[src/rtl/imem_loader_pkg.sv]
// Shared types for the instruction-memory stream loader.
// The CSUM state is only reachable when IMEM_LOADER_CHECKSUM_EN is defined.
package imem_loader_pkg;

  typedef enum logic [2:0] {
    HDR0,
    HDR1,
    DATA,
    CSUM,
    DONE,
    ERR
  } state_t;

  // Two header bytes carry the little-endian word count.
  localparam int unsigned HDR_BYTES = 2;

endpackage

[src/rtl/byte_to_word_packer.sv]
// Assembles four accepted bytes, least-significant first, into a 32-bit word.
// word_valid_o is combinational on the fourth byte so the caller can register it.
module byte_to_word_packer (
  input  logic        clk_i,
  input  logic        clear_i,
  input  logic [7:0]  byte_i,
  input  logic        accept_i,
  output logic [31:0] word_o,
  output logic        word_valid_o
);

  logic [1:0]  cnt_q;
  logic [23:0] asm_q;

  always_ff @(posedge clk_i) begin
    if (clear_i) begin
      cnt_q <= '0;
      asm_q <= '0;
    end else if (accept_i) begin
      cnt_q <= cnt_q + 2'd1;
      asm_q <= {byte_i, asm_q[23:8]};
    end
  end

  // Only the first three bytes are stored; the fourth is taken straight from the input.
  assign word_o       = {byte_i, asm_q};
  assign word_valid_o = accept_i & (cnt_q == 2'd3);

endmodule

[src/rtl/imem_stream_loader.sv]
// Boot loader: byte stream -> sequential imem word writes, then releases the CPU.
// Optional trailing XOR checksum byte when IMEM_LOADER_CHECKSUM_EN is defined.
module imem_stream_loader
  import imem_loader_pkg::*;
#(
  parameter int unsigned DEPTH  = 256,
  parameter int unsigned ADDR_W = 8,
  parameter int unsigned CNT_W  = 16
) (
  input  logic              clk_i,
  input  logic              rst_i,
  input  logic              reload_i,
  input  logic              s_valid_i,
  input  logic [7:0]        s_data_i,
  output logic              s_ready_o,
  output logic              wr_en_o,
  output logic [ADDR_W-1:0] wr_addr_o,
  output logic [31:0]       wr_data_o,
  output logic              cpu_rst_o,
  output logic              start_o,
  output logic              done_o,
  output logic              error_o,
  output logic [CNT_W-1:0]  words_o
);

  localparam logic [CNT_W:0] DEPTH_C = (CNT_W+1)'(DEPTH);

  state_t           state_q, state_d;
  logic [CNT_W-1:0] count_q, hdr_n, words_q;
  logic             acc, last_word, csum_ok, released;
  logic             pk_clear, pk_accept, pk_valid;
  logic [31:0]      pk_word;

  assign acc       = s_valid_i & s_ready_o;
  assign hdr_n     = CNT_W'({s_data_i, count_q[7:0]});
  assign last_word = (words_q == count_q - CNT_W'(1));
  assign words_o   = words_q;

  assign pk_clear  = ~rst_i | reload_i;
  assign pk_accept = acc & (state_q == DATA);

  byte_to_word_packer u_packer (
    .clk_i        (clk_i),
    .clear_i      (pk_clear),
    .byte_i       (s_data_i),
    .accept_i     (pk_accept),
    .word_o       (pk_word),
    .word_valid_o (pk_valid)
  );

`ifdef IMEM_LOADER_CHECKSUM_EN
  logic [7:0] xor_q;

  always_ff @(posedge clk_i) begin
    if (!rst_i || reload_i) begin
      xor_q <= '0;
    end else if (acc && state_q != CSUM) begin
      xor_q <= xor_q ^ s_data_i;
    end
  end

  assign csum_ok = (s_data_i == xor_q);
`else
  assign csum_ok = 1'b0;
`endif

  always_ff @(posedge clk_i) begin
    if (!rst_i) begin
      state_q <= HDR0;
    end else begin
      state_q <= state_d;
    end
  end

  always_comb begin
    state_d = state_q;
    if (reload_i) begin
      state_d = HDR0;
    end else if (acc) begin
      case (state_q)
        HDR0: state_d = HDR1;
        HDR1: begin
          if (hdr_n == '0) begin
            state_d = DONE;
          end else if ({1'b0, hdr_n} > DEPTH_C) begin
            state_d = ERR;
          end else begin
            state_d = DATA;
          end
        end
        DATA: begin
          if (pk_valid && last_word) begin
`ifdef IMEM_LOADER_CHECKSUM_EN
            state_d = CSUM;
`else
            state_d = DONE;
`endif
          end
        end
        CSUM:    state_d = csum_ok ? DONE : ERR;
        default: state_d = state_q;
      endcase
    end
  end

  // The final word's strobe coincides with entering DONE; holding the CPU in reset
  // through that strobe cycle guarantees the write lands before the first fetch.
  always_comb begin
    released  = (state_q == DONE) & ~wr_en_o;
    s_ready_o = rst_i & ~reload_i &
                ((state_q == HDR0) | (state_q == HDR1) |
                 (state_q == DATA) | (state_q == CSUM));
    start_o   = released;
    done_o    = released;
    cpu_rst_o = ~released;
    error_o   = (state_q == ERR);
  end

  always_ff @(posedge clk_i) begin
    if (!rst_i) begin
      wr_en_o   <= 1'b0;
      wr_addr_o <= '0;
      wr_data_o <= '0;
      words_q   <= '0;
      count_q   <= '0;
    end else begin
      wr_en_o <= 1'b0;
      if (reload_i) begin
        words_q <= '0;
      end else if (acc) begin
        if (state_q == HDR0) begin
          count_q[7:0] <= s_data_i;
        end
        if (state_q == HDR1) begin
          count_q <= hdr_n;
        end
        if (pk_valid) begin
          wr_en_o   <= 1'b1;
          wr_addr_o <= words_q[ADDR_W-1:0];
          wr_data_o <= pk_word;
          words_q   <= words_q + CNT_W'(1);
        end
      end
    end
  end

endmodule

[config.mk]
export PLATFORM = sky130hd
export DESIGN_NAME = imem_stream_loader
export DESIGN_NICKNAME = d
export VERILOG_FILES = /design/src/rtl/imem_loader_pkg.sv /design/src/rtl/byte_to_word_packer.sv /design/src/rtl/imem_stream_loader.sv
export SDC_FILE = /design/constraint.sdc
export NUM_CORES = 1
export LEC_CHECK = 0
export CORE_MARGIN = 2
export CORE_UTILIZATION = 35
export CTS_BUF_LIST = sky130_fd_sc_hd__clkbuf_4 sky130_fd_sc_hd__clkbuf_8 sky130_fd_sc_hd__clkbuf_16
export DETAILED_ROUTE_END_ITERATION = 6
export PLACE_DENSITY = 0.63
export SKIP_LAST_GASP = 1
export SYNTH_ARGS = -nofsm -noshare
export SYNTH_HDL_FRONTEND = slang
export SYNTH_SLANG_ARGS = --single-unit
[constraint.sdc]
create_clock -name clk_i -period 5.43 [get_ports clk_i]
set_input_delay 1.086 -clock clk_i [delete_from_list [all_inputs] [get_ports clk_i]]
set_output_delay 1.086 -clock clk_i [all_outputs]
set_load 0.05 [all_outputs]
==> impl_metrics.sql <==
INSERT INTO impl_metrics (metric_group, metric, value, unit) VALUES
('status', 'outcome', 'complete, no violations', ''),
('place', 'placement.setup.worst_slack', '1.58', 'ns'),
('timing', 'finClkSkew', '0.00948', 'ns'),
('yosys', 'synthDominantAreaCellType', 'sky130_fd_sc_hd__dfxtp_1', ''),
('power', 'leakage', '1.83', 'nW'),
('clock_tree', 'clkLatencyLatePin', '0.34', 'ns'),
('place', 'place_inst', '752', ''),
('yosys', 'ys_types', '42', ''),
('timing', 'upper_clock_frequency_limit', '276', 'MHz'),
('setup_path', 'worst-path-buf-inv', '3', ''),
('floorplanning', 'initial_core_util', '35.5', '%'),
('floorplanning', 'core_area', '12500', 'µm²'),
('drt', 'route.vias.total', '3756', ''),
('floorplanning', 'fp.dieH', '117', 'µm'),
('floorplanning', 'design.die.area', '13600', 'µm²'),
('yosys', 'fraction_of_post_synthesis_cell_area_in_the_top_cell_type_by_area', '46.0', '%'),
('timing', 'max_slew.worst_pin.slew', '0.936', 'ns'),
('setup_path', 'crit_required', '4.34', 'ns'),
('yosys', 'synthesized_instance_count', '532', ''),
('yosys', 'ys.warnings.count', '0', ''),
('layout', 'final_nets', '606', ''),
('place', 'gp_congestion', '0.857', ''),
('global_routing', 'grt_pass1_vias', '3493', ''),
('clock_tree', 'clk_root_buffer_cell', 'sky130_fd_sc_hd__clkbuf_16', ''),
('clock_tree', 'cts_htree_levels', '3', ''),
('power', 'totalPowerFinal', '1.56', 'mW'),
('clock_tree', 'cts-hold-fix-buffers', '0', ''),
('layout', 'final_core_util', '45.1', '%'),
('clock_tree', 'cts.path.max_buffers', '2', ''),
('floorplanning', 'dieWidth', '117', 'µm'),
('yosys', 'dominantRegCellSynth', 'sky130_fd_sc_hd__dfxtp_1', ''),
('yosys', 'ys_ff_latch', '102', ''),
('clock_tree', 'cts_setup_buffers', '0', ''),
('timing', 'fin_setup_tns', '0', 'ns'),
('global_routing', 'grt_max_degree', '59', ''),
('drt', 'drc', '0', ''),
('place', 'placed_area', '5310', 'µm²'),
('timing', 'max_transition_margin', '37.4', '%'),
('setup_path', 'r2r_cells', '10', ''),
('layout', 'final_layout_size_suffix_gt1_share', '4.87', '%'),
('yosys', 'post_synth_edffs', '0', ''),
('power', 'worst_ir_drop_vdd', '155', 'µV'),
('timing', 'post-route-min-period', '3.62', 'ns'),
('run', 'timing.max_cap.violations', '0', ''),
('layout', 'flow.area_growth_from_synthesis', '27.2', '%'),
('setup_path', 'worst-r2r-setup-slack', '2.82', 'ns'),
('setup_path', 'cp_num_cells', '5', ''),
('global_routing', 'grt_pass1_wl', '18.1', 'mm'),
('drt', 'ant_nets', '0', ''),
('clock_tree', 'clk_transition_reported_paths', '0.07', 'ns'),
('layout', 'final_area', '5650', 'µm²'),
('place', 'port_buffers', '73', ''),
('global_routing', 'grt_usage', '17.0', '%'),
('yosys', 'synth_area_leaders', 'sky130_fd_sc_hd__dfxtp_1 (46%), sky130_fd_sc_hd__nand2_1 (13%), sky130_fd_sc_hd__a21boi_0 (8.1%)', ''),
('timing', 'post-route-worst-setup-slack', '1.81', 'ns'),
('yosys', 'syn-num-nets', '547', ''),
('setup_path', 'worst_setup_path_category', 'primary input to output port', ''),
('layout', 'finish.cell_count_without_fillers', '768', ''),
('setup_path', 'worst_r2r_endpoint', 'words_o[12]', ''),
('drt', 'post_drt_wl_per_cell', '14.6', 'µm'),
('drt', 'detail_route.wirelength', '11.2', 'mm'),
('setup_path', 'endpoint', 's_ready_o', ''),
('setup_path', 'crit_arrival', '2.53', 'ns'),
('setup_path', 'worstPathCellList', 'clkdlybuf4s50_1, buf_4, nand2b_1, nor2_1, buf_12', ''),
('setup_path', 'setup.worst_path.start_class', 'primary input', ''),
('timing', 'final_number_of_max_transition_violations', '0', ''),
('clock_tree', 'count_of_clock_tree_sinks', '102', ''),
('global_routing', 'grt_overflow_total', '0', ''),
('yosys', 'ys_seq_area_share', '46.0', '%'),
('setup_path', 'critical-path-top-delay-family', 'buffers and inverters', ''),
('drt', 'drt-pass1-iter-count', '5', '');
-- worst min-delay path, delay by kind of cell, from the launching register on --
| family | cells | cell delay (ns) |
|---|---|---|
| compound gates | 1 | 0.05 |
| flops | 1 | 0.31 |
| simple gates | 1 | 0.05 |
-- power by group --
part / switching [mW] / total (mW) / internal (mW) / leakage (nW)
sequential: 0.00482 / 0.755 / 0.750 / 0.822
clock: 0.286 / 0.719 / 0.433 / 0.167
combinational: 0.0482 / 0.0869 / 0.0387 / 0.841
total: 0.339 / 1.56 / 1.22 / 1.83
-- layout by cell type, fill, tap and decap left out, types with 7 or more instances in the layout --
cell,n
sky130_fd_sc_hd__dfxtp_1,102
sky130_fd_sc_hd__clkdlybuf4s50_1,72
sky130_fd_sc_hd__xnor2_1,25
sky130_fd_sc_hd__clkbuf_16,9
sky130_fd_sc_hd__nor2_1,25
sky130_fd_sc_hd__nor2b_1,10
sky130_fd_sc_hd__nor3_1,8
sky130_fd_sc_hd__inv_1,7
sky130_fd_sc_hd__nand2_1,149
sky130_fd_sc_hd__xor2_1,15
sky130_fd_sc_hd__mux2i_1,12
sky130_fd_sc_hd__a21boi_0,48
sky130_fd_sc_hd__a21oi_1,29
sky130_fd_sc_hd__nand3_1,21
-- cell type report --
class	count	area, µm²
repair buffers	79	786
flip-flops and latches	102	2040
inverters	8	30.0
clock inverters	5	86.3
well taps	172	215
fillers	1282	6870
clock buffers	11	253
multi-input cells	391	2240
-- worst min path at each step --
stage | endpoint | slack [ns] | startpoint
after global routing | wr_data_o[6] | 0.48 | wr_data_o[6]
final | u_packer.asm_q[2] | 0.46 | u_packer.asm_q[2]
after detailed placement | u_packer.asm_q[5] | 0.45 | u_packer.asm_q[5]
after CTS | u_packer.asm_q[2] | 0.46 | u_packer.asm_q[2]
after floorplan | u_packer.asm_q[0] | 0.44 | u_packer.asm_q[0]
after global placement | u_packer.cnt_q[1] | 0.45 | u_packer.cnt_q[1]
-- registers in the layout, summed over array words and instances (netlist names) --
signal	count
words_o	16
state_q	3
u_packer.cnt_q	2
count_q	16
wr_data_o	32
wr_addr_o	8
u_packer.asm_q	24
wr_en_o	1
-- layer usage --
| metal | global-route usage, % | vias to the layer above | routed length (µm) |
|---|---|---|---|
| li1 | - | 1891 | - |
| met1 | 22.4 | 1766 | 5230 |
| met2 | 27.6 | 91 | 5350 |
| met3 | 3.63 | 8 | 467 |
| met4 | 5.96 | 0 | 150 |
| met5 | 0 | - | 0 |
-- synthesized netlist by cell type, types with 2 or more instances --
cell type	n
sky130_fd_sc_hd__nand2_1	149
sky130_fd_sc_hd__dfxtp_1	102
sky130_fd_sc_hd__a21boi_0	48
sky130_fd_sc_hd__a21oi_1	29
sky130_fd_sc_hd__nor2_1	25
sky130_fd_sc_hd__xnor2_1	25
sky130_fd_sc_hd__clkbuf_1	22
sky130_fd_sc_hd__nand3_1	21
sky130_fd_sc_hd__xor2_1	15
sky130_fd_sc_hd__mux2i_1	12
sky130_fd_sc_hd__nor2b_1	10
sky130_fd_sc_hd__nor3_1	8
sky130_fd_sc_hd__inv_1	7
sky130_fd_sc_hd__and3_1	5
sky130_fd_sc_hd__buf_2	5
sky130_fd_sc_hd__nor4_1	5
sky130_fd_sc_hd__and4_1	4
sky130_fd_sc_hd__nand2b_1	4
sky130_fd_sc_hd__nand4_1	4
sky130_fd_sc_hd__ha_1	3
sky130_fd_sc_hd__nor3b_1	3
sky130_fd_sc_hd__o21ai_0	3
sky130_fd_sc_hd__buf_1	2
sky130_fd_sc_hd__buf_4	2
sky130_fd_sc_hd__nand3b_1	2
-- kinds of logic after synthesis --
| group | count (synthesis) | synth area share [%] |
|---|---|---|
| buf+inv | 39 | 3.61 |
| mux | 12 | 2.71 |
| compound gates | 87 | 13.0 |
| flops | 102 | 46.0 |
| fa+ha+maj | 3 | 0.845 |
| xor+xnor | 40 | 7.89 |
| simple gates | 249 | 26.0 |
Power figures use the tool's default switching activity.
